[src/rtl/fib_pkg.sv]
// Shared types and constants for the Fibonacci regfile fill sequencer.
package fib_pkg;

  localparam int unsigned ADDR_W_DEF   = 6;
  localparam int unsigned DATA_W_DEF   = 32;
  localparam int unsigned FIB_BASE_IDX = 2;

  typedef enum logic [2:0] {
    IDLE = 3'd0,
    RD_A = 3'd1,
    RD_B = 3'd2,
    WR   = 3'd3,
    DONE = 3'd4
  } state_t;

endpackage : fib_pkg

[src/rtl/fib_seq_ctrl.sv]
// Fills regfile entries 2..last_addr with mem[i] = mem[i-2] + mem[i-1],
// reading operands one per cycle through the regfile's single read port.
module fib_seq_ctrl
  import fib_pkg::*;
#(
  parameter int unsigned ADDR_W = ADDR_W_DEF,
  parameter int unsigned DATA_W = DATA_W_DEF
) (
  input  logic              clk,
  input  logic              rst,
  input  logic              start,
  input  logic [ADDR_W-1:0] last_addr,
  output logic              busy,
  output logic              done,
  output logic              ovf,
  output logic [ADDR_W-1:0] rf_raddr,
  input  logic [DATA_W-1:0] rf_rdata,
  output logic [ADDR_W-1:0] rf_waddr,
  output logic [DATA_W-1:0] rf_wdata,
  output logic              rf_wen
);

  localparam logic [ADDR_W-1:0] BASE = ADDR_W'(FIB_BASE_IDX);
  localparam logic [ADDR_W-1:0] ONE  = ADDR_W'(1);

  state_t            state, state_next;
  logic [ADDR_W-1:0] idx, idx_next;
  logic [ADDR_W-1:0] lim, lim_next;
  logic [DATA_W-1:0] a, a_next;
  logic [DATA_W-1:0] b, b_next;
  logic              ovf_next;
  logic [DATA_W:0]   sum;

  // Write port is held at idx / A+B in every state; only rf_wen qualifies it.
  assign sum      = (DATA_W+1)'(a) + (DATA_W+1)'(b);
  assign rf_waddr = idx;
  assign rf_wdata = sum[DATA_W-1:0];

  always_ff @(posedge clk or posedge rst) begin
    if (rst) begin
      state <= IDLE;
      idx   <= BASE;
      lim   <= '0;
      a     <= '0;
      b     <= '0;
      ovf   <= 1'b0;
    end else begin
      state <= state_next;
      idx   <= idx_next;
      lim   <= lim_next;
      a     <= a_next;
      b     <= b_next;
      ovf   <= ovf_next;
    end
  end

  always_comb begin
    state_next = state;
    idx_next   = idx;
    lim_next   = lim;
    a_next     = a;
    b_next     = b;
    ovf_next   = ovf;
    busy       = 1'b0;
    done       = 1'b0;
    rf_wen     = 1'b0;
    rf_raddr   = '0;

    case (state)
      IDLE: begin
        if (start) begin
          lim_next   = last_addr;
          idx_next   = BASE;
          ovf_next   = 1'b0;
          state_next = (last_addr >= BASE) ? RD_A : DONE;
        end
      end
      RD_A: begin
        busy       = 1'b1;
        rf_raddr   = idx - BASE;
        a_next     = rf_rdata;
        state_next = RD_B;
      end
      RD_B: begin
        busy       = 1'b1;
        rf_raddr   = idx - ONE;
        b_next     = rf_rdata;
        state_next = WR;
      end
      WR: begin
        busy     = 1'b1;
        rf_wen   = 1'b1;
        ovf_next = ovf | sum[DATA_W];
        // Compare before incrementing so idx never wraps at the top entry.
        if (idx == lim) begin
          state_next = DONE;
        end else begin
          idx_next   = idx + ONE;
          state_next = RD_A;
        end
      end
      DONE: begin
        done       = 1'b1;
        state_next = IDLE;
      end
      default: state_next = IDLE;
    endcase
  end

endmodule : fib_seq_ctrl

[config.mk]
export PLATFORM = sky130hd
export DESIGN_NAME = fib_seq_ctrl
export DESIGN_NICKNAME = d
export VERILOG_FILES = /design/src/rtl/fib_pkg.sv /design/src/rtl/fib_seq_ctrl.sv
export SDC_FILE = /design/constraint.sdc
export NUM_CORES = 1
export LEC_CHECK = 0
export CAP_MARGIN = 0
export CORE_ASPECT_RATIO = 0.7
export CORE_MARGIN = 2
export CORE_UTILIZATION = 45
export DETAILED_ROUTE_END_ITERATION = 8
export GPL_TIMING_DRIVEN = 0
export MAX_ROUTING_LAYER = met4
export PLACE_DENSITY = 0.7
export RECOVER_POWER = 100
export SYNTH_ARGS = -nofsm -noshare
export SYNTH_HDL_FRONTEND = slang
export SYNTH_SLANG_ARGS = --single-unit
[constraint.sdc]
create_clock -name clk -period 7.93 [get_ports clk]
set_input_delay 0.793 -clock clk [delete_from_list [all_inputs] [get_ports clk]]
set_output_delay 0.793 -clock clk [all_outputs]
set_load 0.01 [all_outputs]
======== Word-level counts from Yosys, hierarchy flattened ========
Cells that the tools add are included.
word-level totals
  register bits after elaboration ......... 80
  input port bits ......................... 41
  output and inout bits ................... 48
operators by class
  $add $sub $neg .......................... 4
  order comparisons ....................... 1
  eq/ne operators ......................... 7
  multiplexer cells ....................... 13
  bitwise operators ....................... 1
  reductions and logical operators ........ 6
operators by type and width
  kind                                                                                 count
  32-bit by 32-bit adder with 33-bit output                                            1
  6-bit case mux with 2 select lines                                                   2
  6-bit 2-to-1 mux                                                                     2
  3-bit case mux with 4 select lines                                                   1
  3-bit 2-to-1 mux                                                                     3
  6-bit by 1-bit adder with 6-bit output, second input constant                        1
  3-bit by 2-bit == test with 1-bit output, second input constant                      2
  6-bit == test                                                                        1
  6-bit by 2-bit greater-or-equal comparator with 1-bit output, second input constant  1
  6-bit by 1-bit subtractor with 6-bit output, second input constant                   1
  6-bit by 2-bit subtractor with 6-bit output, second input constant                   1
  1-bit 2-to-1 mux                                                                     4
  2-bit inequality test, second input constant                                         2
  2-bit AND reduction                                                                  2
  3-bit by 1-bit == test with 1-bit output, second input constant                      1
  3-bit == test, second input constant                                                 1
  3-bit logical NOT                                                                    1
  3-bit AND reduction                                                                  1
  3-bit OR reduction                                                                   1
  1-bit case mux with 2 select lines                                                   1
  2-bit nonzero test                                                                   1
  1-bit bitwise OR                                                                     1

======== Logic depth before layout (Yosys ltp) ========
Gate-level depths: netlist of the first run.
  depth in word-level cells ............... 4
  mapped depth ............................ 11

======== Worst setup path before layout of the first run ========
Ideal clock, no wire load.
  kind .................................... register to output
  start ................................... register a[0]
  end ..................................... output rf_wdata[30]
  arrival ................................. 2442 ps
  required time ........................... 7137 ps
  slack ................................... 4695 ps
  cell stages (with the launch flop) ...... 12
  buffers on the path ..................... 0
  cells stage by stage .................... dfrtp_1 ha_1 fa_1 a211oi_1 nor4_1 o21ai_0 nand2_1 o211ai_1 a21oi_1 o31a_1 nor2_1 xnor2_1
on the way
  word-level cells in the longest chain between the ends .. 1
ends and longest elaborated chain
  what                                       RTL line            source
  from (decl)                                fib_seq_ctrl.sv:29  logic [DATA_W-1:0] a, a_next;
  from (signal assigned)                     fib_seq_ctrl.sv:51  a <= a_next;
  32-bit by 32-bit adder with 33-bit output  fib_seq_ctrl.sv:35  assign sum = (DATA_W+1)'(a) + (DATA_W+1)'(b);
  to (decl)                                  fib_seq_ctrl.sv:19  output logic [DATA_W-1:0] rf_wdata,
Every way passes these cells.

======== Worst setup path after layout of the first run ========
  start ................................... register b[2]
  end ..................................... output rf_wdata[29]
on the way
  word-level cells in the longest chain between the ends .. 1
ends and longest elaborated chain
  what                                       RTL line            source
  from (decl)                                fib_seq_ctrl.sv:30  logic [DATA_W-1:0] b, b_next;
  from (signal assigned)                     fib_seq_ctrl.sv:52  b <= b_next;
  32-bit by 32-bit adder with 33-bit output  fib_seq_ctrl.sv:35
Every way passes these cells.

==> results summary, run 1 <==
The number of nets handed over by synthesis was around 690. In this run the count of I/O pins placed on the die edge is slightly below 90. The tightest slew margin relative to the limit came out at -131.2%.

STA classifies the critical path startpoint as a flop. Setup repair after global routing left no endpoint under its margin. The antenna diode count came out at 0.

Summed over all instances, the cell type with the most area after synthesis is sky130_fd_sc_hd__dfrtp_1. The ratio of final minimum period to clock period is 67.08%. The final routed wire length divided by cell count is 14.61 µm. For this design the static power due to leakage is 3.115 nW. The share of Yosys cell area claimed by the top area cell type came out at approximately two fifths. The number of max-slew violations in the final report is 76. Data on the critical path is required at its endpoint by roughly 7.1 ns. The first-pass iteration count of the detailed router is 5. After synthesis, flip-flops and latches occupy between 40% and 50% of the total area. The detailed-placement wirelength estimate came out at between 9000 and 10000 µm. The arrival time reported for the critical path endpoint is about 4.5 ns.

TritonCTS built the clock tree. The overall overflow remaining after global route came out at 0. For this block, the routed nets add up to between 10000 and 15000 µm of wire.

For this run, design rule violations remaining after detail routing come to 0. The time the worst path needs with I/O delays and setup is ~5.3 ns. The initial detailed-routing violation count came out at 260. The tightest min-delay check is of the reg2reg type. The initial antenna violation count is 0. The total of hold buffers inserted after clock tree synthesis is 0.

The number of maximum-capacitance constraint violations came out at 2. The routed via count divided by cell count came out at 5.229. In this run the worst path has a maximum fanout of 6.

Dividing total power by cell area gives a power density of a little under 600 nW/µm². The synthesized flop and latch total is 80. The library cell used most frequently in the layout, excluding fill and tap cells, is sky130_fd_sc_hd__nand2_1. The final reports fail on capacitance limit, slew limit. The deepest level of the CTS H-tree is 3. The placeable core area came out at between 10000 and 15000 µm². The overall global routing resource usage is between 20 and 25%.

For this run, asynchronously set or reset flops after synthesis account for between 90% and 100%. Setup total negative slack on the finished layout was measured at 0 ns. The gate count after technology mapping came out at 610.

The via count is 4539. The post-cts repair resize count is 0. Leaving out fill and tap cells, the most frequent cells in the layout are 238 x sky130_fd_sc_hd__nand2_1, 79 x sky130_fd_sc_hd__dfrtp_1, 47 x sky130_fd_sc_hd__dlygate4sd3_1. The total power came out at around 3.6 mW. At the pin with the least slew margin, the transition time is ~3.5 ns. The number of failing hold endpoints at the final stage was 0. The post-CTS setup repair buffer count is 0.

The tree built by TritonCTS fans out to 80 sinks. The flow ran to the end, but the final reports show violations. The maximum number of pins on one net before global-route repair came out at 65.

The number of enable-type register cells in the synthesized netlist came out at 0. The worst setup path is captured at an output pin. At the end of the flow, the number of nets in the layout was between 700 and 800. The number of distinct library cells after synthesis came out at 56.

The area added between synthesis and finish came out at 27.02%. The fmax came out at approximately 190 MHz. The number of buffers between clock root and the deepest sink came out at 2. IR analysis of the VDD net gives a maximum drop of just under 300 µV.

Setup violations remaining at the end of the flow were counted as 0. During placement, the flow inserted port buffers numbering 88. The full die area came out at ~12000 µm².

The initial core utilization is 45.71%. After floorplanning, the core was divided into 32 placement rows. Dividing the synthesized area by the synthesized cell count gives around 8 µm². After synthesis, the cell types taking the most area are sky130_fd_sc_hd__dfrtp_1 40%, sky130_fd_sc_hd__nand2_1 18%, sky130_fd_sc_hd__ha_1 9.3%.

The clock latency at the later pin of the worst-skew pair came out at ~0.34 ns. The routability congestion estimate came out at approximately 0.90. The via count of the first global-routing pass is roughly 4400. The die extent in y is 92 µm. The wire length of the first global-routing pass came out at approximately 21000 µm. The remaining number of nets flagged by the antenna check after routing is 0. The die is 129.7 µm wide. The number of buffers created by CTS is 9.

The count of synthesis-stage warnings from yosys came out at 0. The setup path with the least slack is of type reg2out. The netlist area before placement came out at around 5000 µm². The clock-pin slew on the worst setup and hold paths came out at 0.07 ns. The clock skew after layout came out at about 0.0068 ns. For this run, the leading register cell type out of synthesis is sky130_fd_sc_hd__dfrtp_1. In this run the clock root is driven by a sky130_fd_sc_hd__clkbuf_16. The fraction of final layout cells with drive strength greater than 1 is roughly 3.6%.
-- final timing paths --
| check | endpoint | cells past startpoint | slack [ns] | startpoint |
|---|---|---|---|---|
| setup / recovery | rf_wdata[29] | 11 | 2.61 | b[2] |
| hold / removal | b[13] | 2 | 0.48 | b[13] |
| setup reg to reg | ovf | 11 | 4.95 | a[0] |
| hold reg to reg | b[13] | 2 | 0.48 | b[13] |
| max in group asynchronous | lim[5] | 3 | 3.24 | rst |
| min in group asynchronous | b[24] | 2 | 1.00 | rst |
-- metrics by stage --
| stage | utilization [%] | area (µm²) | instances | setup WS (ns) | hold slack [ns] |
|---|---|---|---|---|---|
| final | 58.07 | 6324 | 868 | 2.611 | 0.4789 |
| after global routing | 58.07 | 6324 | 868 | 2.393 | 0.5086 |
| after CTS | 58.72 | 6395 | 868 | 3.374 | 0.4814 |
| after detailed placement | 55.89 | 6087 | 852 | 3.766 | 0.4679 |
| after global placement | 55.56 | 6051 | 851 | 3.747 | 0.4631 |
| after floorplan | - | 4979 | 610 | 4.695 | 0.4497 |
-- metal layers --
| metal | vias up | GRT usage, % | wire [µm] |
|---|---|---|---|
| met5 | - | - | 0 |
| met3 | 11 | 4.026 | 634 |
| met1 | 2155 | 31.16 | 6110 |
| met4 | 0 | 5.376 | 122 |
| li1 | 2257 | - | - |
| met2 | 116 | 35.78 | 5812 |
-- synth_stat cells (2+ instances only) --
master and instances:
sky130_fd_sc_hd__o21bai_1 4, sky130_fd_sc_hd__nand3_1 10, sky130_fd_sc_hd__and2_1 2, sky130_fd_sc_hd__and3_1 3, sky130_fd_sc_hd__o21ai_1 2, sky130_fd_sc_hd__xnor2_1 24
sky130_fd_sc_hd__nor3b_1 3, sky130_fd_sc_hd__nor4_1 2, sky130_fd_sc_hd__ha_1 37, sky130_fd_sc_hd__clkbuf_1 21, sky130_fd_sc_hd__a21o_1 16, sky130_fd_sc_hd__o21ai_0 17
sky130_fd_sc_hd__a22oi_1 2, sky130_fd_sc_hd__or3b_2 2, sky130_fd_sc_hd__nand3b_1 3, sky130_fd_sc_hd__nor3_1 12, sky130_fd_sc_hd__a31oi_1 3, sky130_fd_sc_hd__nand2_1 238
sky130_fd_sc_hd__a211oi_1 7, sky130_fd_sc_hd__nand2b_1 3, sky130_fd_sc_hd__a21oi_1 28, sky130_fd_sc_hd__o22ai_1 2, sky130_fd_sc_hd__dfrtp_1 79, sky130_fd_sc_hd__o211ai_1 4
sky130_fd_sc_hd__nand4_1 5, sky130_fd_sc_hd__o21a_1 2, sky130_fd_sc_hd__nor2_1 29, sky130_fd_sc_hd__inv_1 12, sky130_fd_sc_hd__xor2_1 11
-- flip-flops by register name (all words and copies together), names as in the netlist --
register  flops
a            32
b            32
lim           6
rf_waddr      6
state         3
ovf           1
-- report_power, final --
| part | switching [mW] | internal [mW] | total [mW] |
|---|---|---|---|
| logic | 1.34 | 1.14 | 2.49 |
| registers | 0.124 | 0.610 | 0.734 |
| clock network | 0.172 | 0.254 | 0.426 |
-- logic make-up (layout without fill, tap and decap cells) --
family	after synthesis	count (layout)	share of synthesized area (%)
flip-flops	80	80	40.24
AND/OR/NAND/NOR	315	315	25.99
multiplexers	1	1	0.2011
AO/OA/AOI/OAI	107	107	15.13
adder cells (fa/ha/maj)	38	38	9.701
buffers and inverters	34	139	2.589
XOR/XNOR	35	35	6.157
-- layout make-up --
cell class / instances / area (µm²)
clock buffers: 10 / 239.0
well taps: 153 / 191.4
plain buffers: 22 / 83.83
flip-flops and latches: 80 / 2003
repair buffers: 89 / 884.6
multi-input cells: 496 / 2806
clock inverters: 6 / 68.82
inverters: 12 / 46.29
fillers: 1010 / 4567
-- worst max-delay path, stage by stage (launching register included) --
cell and delay (ns):
sky130_fd_sc_hd__dfrtp_1 0.39, sky130_fd_sc_hd__ha_1 0.39, sky130_fd_sc_hd__o21ai_1 0.10, sky130_fd_sc_hd__nor2_2 0.14
sky130_fd_sc_hd__o31ai_1 0.13, sky130_fd_sc_hd__a21bo_1 0.24, sky130_fd_sc_hd__o41ai_1 0.76, sky130_fd_sc_hd__nor3_1 0.10
sky130_fd_sc_hd__o21ai_0 0.86, sky130_fd_sc_hd__a31oi_1 0.22, sky130_fd_sc_hd__xnor2_1 0.23, sky130_fd_sc_hd__dlygate4sd3_1 0.63
No activity file was read; power rests on OpenSTA's default activity.
==> run 2: changes to the inputs <==
Clock period 7.93 ns to 5.4 ns, I/O delays scaled along.
==> results summary, run 2 (synthesis results as in run 1) <==
The run finished, with violations left. The checks that failed: capacitance limit, slew limit. The area of combinational cells with multiple inputs is 2825 µm². The number of failing setup endpoints in the final timing report came out at 0. The number of max-slew violations in the final report is 11. In the layout the commonest cells are 238 x sky130_fd_sc_hd__nand2_1, 79 x sky130_fd_sc_hd__dfrtp_1, 45 x sky130_fd_sc_hd__dlygate4sd3_1.

The fill cell total of the finished layout is between 1000 and 1500. The start of the worst register-to-register path is a[0]. The routed via count divided by cell count is ~5.2.

The fraction of power spent switching nets came out at around 45%. At the pin with the least slew margin, the transition time is 1.683 ns. The via count of the first global-routing pass came out at 4428.

The maximum number of pins on one net before global-route repair is between 60 and 70. The time the worst path needs with I/O delays and setup is between 4 and 5 ns. The design internal power is just under 3 mW. Leaving out fill and tap cells, the most frequent cell in the layout is sky130_fd_sc_hd__nand2_1. The routability congestion estimate is around 0.90. Of all nets on the critical path, the largest fanout is 6. The via count came out at 4548. For hold timing, the worst endpoint is b[29]. In this run the critical register-to-register path is captured at ovf.

Buffers inserted to repair hold after CTS numbered 0. The post-CTS setup repair buffer count came out at 0. The critical path starts at b[2].

The combinational share of power is 68.4%. TritonCTS built the clock tree. The count of nets left with antenna violations once routing finished came out at 0. The wire length of the first global-routing pass is 21050 µm. The first-pass iteration count of the detailed router is 5.

The floorplan die width came out at approximately 130 µm. The number of maximum-capacitance constraint violations is 1. In this run the worst hold path is classified as reg2reg.

The sequential fraction of design power is approximately a fifth. The post-cts repair resize count is 0. The depth of the worst hold-timing path is 2. The hold path startpoint is b[29]. The analysis attributes to net switching a power of roughly 2.4 mW.

The overall global routing resource usage is between 20% and 30%. The initial core utilization is between 40% and 50%. The area added between synthesis and finish came out at 27.87%. The worst setup path is captured at an output pin. The die extent in y is roughly 92 µm. The number of nets in the final layout came out at slightly below 800.

The count of input and output buffers came out at about 90. The full die area is around 12000 µm². The overall overflow remaining after global route came out at 0. The number of cells traversed by the worst register-to-register path came out at 11. Across the VDD grid, the largest voltage drop is around 430 µV. The flip-flop and latch area is roughly 2000 µm². CTS placed an instance of sky130_fd_sc_hd__clkbuf_16 at the clock tree root. The antenna diode count is 0. The clock network fraction of design power came out at between 10% and 20%.

For this design the top-level I/O count stands at 89. Data on the critical path is required at its endpoint by ~4.9 ns. The final routed wire length divided by cell count is 14.61 µm. Setup repair after global routing left no endpoint under its margin. The largest registers in the layout are a (32), b (32). The final critical path takes up between 80% and 90% of the cycle. The final routed DRC violation total is 0. The power density relative to cell area came out at approximately 850 nW/µm². The setup check on the worst reg-to-reg path leaves a slack of approximately 2.4 ns. The clock sink total came out at 80. The number of buffers created by CTS is 9. The critical path is of the reg2out type. The detailed-placement wirelength estimate came out at around 9500 µm.

The core region is ~11000 µm². The longest clock path from root to sink contains 2 buffers. The detailed-route wire length came out at 12690 µm. The worst setup slack after placement is between 1 and 1.5 ns. The clock latency at the later pin of the worst-skew pair came out at between 0.3 and 0.4 ns. The number of failing hold endpoints at the final stage came out at 0.

The clock-pin slew on the worst setup and hold paths came out at 0.06 ns. Summed over all cells, the static leakage comes to roughly 3.2 nW. The tightest slew margin relative to the limit is -13.76%. The clock skew after layout is just under 0.007 ns.

At the worst endpoint, the arrival time is ~4.2 ns. The initial antenna violation count came to 0. The H-tree was split into 3 levels. The worst setup path is launched from a flop.

The final sum of negative setup slack came out at 0 ns. Derived from the worst setup path, the maximum achievable clock frequency is about 210 MHz. The fraction of final layout cells with drive strength greater than 1 is under 10%.

The initial detailed-routing violation count came out at ~220. The floorplan row count came out at 32. Setup slack on the critical path of the routed design comes to a little under 0.7 ns.

For this run, the share of the core covered by cells in the final layout is around 58%.
[run 2: changes by cell type in the layout (fill, tap and decap cells not counted), sizes merged]
cell and change:
buf +1, dlygate4sd3 -2, clkdlybuf4s50 +2, clkbuf -1
[run 2: per-layer routing]
metal,up-vias,GRT usage [%],part of all wire [%]
li1,2260,-,-
met1,2157,31.16,48
met4,0,5.376,0.98
met5,-,-,0
met3,14,4.026,4.9
met2,117,35.78,46
[run 2: power by group through the flow]
stage	clock [mW]	combinational (mW)	sequential [mW]
after CTS	0.638	3.89	1.08
final	0.625	3.68	1.08
after floorplan	0	2.35	1.05
after detailed placement	0	3.86	1.09
after global placement	0	3.79	1.07
after global routing	0.659	4.08	1.12
[run 2: area by class of cell]
class / count / share of cell area (%)
buffer: 22 / 1.317
clock buffer: 10 / 3.754
clock inverter: 6 / 1.081
inverter: 12 / 0.7272
multi-input combinational: 496 / 44.38
sequential: 80 / 31.47
tap: 153 / 3.007
timing repair buffer: 89 / 14.27
[run 2: worst max path at each step]
stage,to,slack (ns)
floorplan,rf_wdata[30],2.42
global placement,rf_wdata[30],1.47
detailed placement,rf_wdata[30],1.49
CTS,rf_wdata[30],1.10
global route,rf_wdata[29],0.48
finish,rf_wdata[31],0.68
[run 2: worst max-delay path, cell delays in order (launching register included)]
cell and delay, ns:
sky130_fd_sc_hd__dfrtp_1 0.39, sky130_fd_sc_hd__ha_1 0.39, sky130_fd_sc_hd__o21ai_1 0.10, sky130_fd_sc_hd__nor2_2 0.14
sky130_fd_sc_hd__o31ai_1 0.13, sky130_fd_sc_hd__a21bo_1 0.26, sky130_fd_sc_hd__o41ai_4 0.47, sky130_fd_sc_hd__nor3_1 0.08
sky130_fd_sc_hd__o21ai_0 0.85, sky130_fd_sc_hd__a31oi_1 0.23, sky130_fd_sc_hd__xnor2_1 0.24, sky130_fd_sc_hd__clkdlybuf4s50_1 0.57
[run 2: metrics by stage]
step                area, µm²  total power, mW  instances  hold slack (ns)
floorplan                4979            3.397        610           0.4497
global placement         6051            4.867        851           0.4631
detailed placement       6087            4.950        852           0.4679
CTS                      6395            5.610        868           0.4814
global route             6366            5.854        868           0.5086
finish                   6366            5.384        868           0.4797
==> run 3: changes to the inputs <==
Settings changed: RECOVER_POWER 100 to 50.
==> results summary, run 3 (synthesis results as in run 1) <==
The flow ran to the end, but the final reports show violations. The final reports fail on capacitance limit, slew limit. The depth of the worst hold-timing path is 2. Setup violations remaining at the end of the flow were counted as 0. The top cell types in the final layout, fill and taps aside, are 238 x sky130_fd_sc_hd__nand2_1, 79 x sky130_fd_sc_hd__dfrtp_1, 78 x sky130_fd_sc_hd__clkdlybuf4s50_1. The antenna diode count came out at 0.

The ratio of final minimum period to clock period is 80.05%. The worst register-to-register path begins at a[0]. No sink is reached through more buffers than the 2 on the longest clock path.

After clock tree synthesis, the repair step resized 0 gates. The total of hold buffers inserted after clock tree synthesis came out at 0. The overall overflow remaining after global route came out at 0. The class of the tightest hold or removal check is reg2reg. The internal reg-to-reg setup slack is about 2.4 ns. The number of max-slew violations in the final report is 11.

The worst register-to-register path ends at ovf. The number of maximum-capacitance constraint violations is 1. The number of cells traversed by the worst register-to-register path came out at 11.

The number of failing hold endpoints at the final stage is 0. The routed via count divided by cell count is 5.219. The tightest slew margin relative to the limit is -14.95%. The area added between synthesis and finish is 28.30%. TritonCTS built the clock tree.

The slew at the pin closest to its max-slew limit is between 1.5 and 2 ns. The final routed DRC violation total came out at 0. The detailed-placement wirelength estimate came out at 9519 µm. The worst hold path begins at b[9]. The arrival time reported for the critical path endpoint is approximately 3.8 ns. The deepest level of the CTS H-tree is 3. The count of boundary I/O pins is ~90. The endpoint required time on the critical path came out at ~4.9 ns. The initialized floorplan defines 32 standard-cell rows. Prior to clock tree synthesis, the placed netlist has a worst setup slack of roughly 1.5 ns.

After layout, the minimum clock period comes to around 4.3 ns. The final routed wire length divided by cell count is approximately 15 µm. The final cell utilization of the core came out at approximately 59%. The clock sink total came out at 80. The later pin in the worst-skew pair is clocked with a latency of ~0.34 ns. Once the clock tree was built, the setup fixing pass inserted 0 buffers. The via count is roughly 4500. Leaving out fill and tap cells, the most frequent cell in the layout is sky130_fd_sc_hd__nand2_1. The final layout contains a little under 800 nets. The fmax came out at 231.3 MHz.

The first-pass iteration count of the detailed router came out at 5. The maximum fanout along the worst path came out at 3. The die extent in y is a little over 90 µm. The detailed-route wire length came out at roughly 13000 µm. The clock-pin slew on the worst setup and hold paths is about 0.06 ns.

The setup path with the least slack is of type reg2out. The via count of the first global-routing pass is 4428. The clock skew after layout came out at between 0.006 and 0.007 ns. The path with the worst hold slack has its endpoint at b[9]. The region available for standard cell placement spans ~11000 µm². In the final layout, the registers with the most flip-flops are a (32), b (32). STA classifies the critical path startpoint as a flop. The fill cell total of the finished layout is roughly 1000. Setup slack on the critical path of the routed design comes to between 1 and 1.5 ns. The count of input and output buffers came out at 88. The cell sitting at the root of the clock tree is a sky130_fd_sc_hd__clkbuf_16. The overall global routing resource usage came out at around 23%. The floorplan step defined a die boundary enclosing approximately 12000 µm².

The fraction of final layout cells with drive strength greater than 1 is roughly 4.3%. Summed over all failing endpoints, the final setup total negative slack is 0 ns. The initial detailed-routing violation count came out at 227. STA classifies the critical path endpoint as an output pin. The wire length of the first global-routing pass came out at approximately 21000 µm. Entering global routing, the biggest net connects 65 pins. The floorplan die width came out at 129.7 µm. The remaining number of nets flagged by the antenna check after routing is 0.

The number of buffers created by CTS came out at 9. The initial antenna violation count is 0. The post-route worst hold slack came out at approximately 0.48 ns. The initial core utilization came out at a little under half. Setup repair after global routing left no endpoint under its margin. The routability congestion estimate is approximately 0.90.
[run 3: changes by cell type in the layout (fill, tap and decap cells not counted), sizes merged]
| cell | previous run | this run |
|---|---|---|
| clkdlybuf4s50 | 43 | 78 |
| dlygate4sd3 | 45 | 10 |
[run 3: worst max-delay path by stage]
stage	cells after the start	slack (ns)	startpoint	endpoint
floorplan	11	2.42	a[0]	rf_wdata[30]
global placement	12	1.47	a[0]	rf_wdata[30]
detailed placement	12	1.49	a[0]	rf_wdata[30]
CTS	12	1.10	a[0]	rf_wdata[30]
global route	12	0.87	a[0]	rf_wdata[30]
finish	12	1.08	a[0]	rf_wdata[30]
[run 3: cell type report]
type | count | area [µm²] | area share, %
clock inverters | 6 | 68.82 | 1.077
well taps | 153 | 191.4 | 2.997
plain buffers | 22 | 83.83 | 1.312
clock buffers | 10 | 239.0 | 3.741
flip-flops and latches | 80 | 2003 | 31.36
multi-input cells | 496 | 2846 | 44.56
inverters | 12 | 46.29 | 0.7248
repair buffers | 89 | 908.4 | 14.22
[run 3: critical path, stage by stage (launching register included)]
cell	delay, ns
sky130_fd_sc_hd__dfrtp_1	0.38
sky130_fd_sc_hd__ha_1	0.24
sky130_fd_sc_hd__fa_1	0.43
sky130_fd_sc_hd__a211oi_1	0.33
sky130_fd_sc_hd__nor4_1	0.15
sky130_fd_sc_hd__o21ai_0	0.20
sky130_fd_sc_hd__nand2_1	0.14
sky130_fd_sc_hd__o211ai_1	0.25
sky130_fd_sc_hd__a21oi_1	0.13
sky130_fd_sc_hd__o31a_1	0.31
sky130_fd_sc_hd__nor2_1	0.11
sky130_fd_sc_hd__xnor2_1	0.18
sky130_fd_sc_hd__clkdlybuf4s50_1	0.59
[run 3: through the flow]
step           area [µm²]  instances
2_1_floorplan        4979        610
3_3_place_gp         6051        851
5_1_grt              6387        868
4_1_cts              6395        868
6_report             6387        868
3_5_place_dp         6087        852
[run 3: layer usage]
metal	routed length, µm	share of wire [%]	global-route usage (%)
met1	6172	49	31.16
met2	5804	46	35.78
met3	593	4.7	4.026
met4	123	0.97	5.376
met5	0	0	-
Power of run 3 is not shown: default switching activity piles up to over one toggle a cycle in this logic, so the estimate is an artifact.
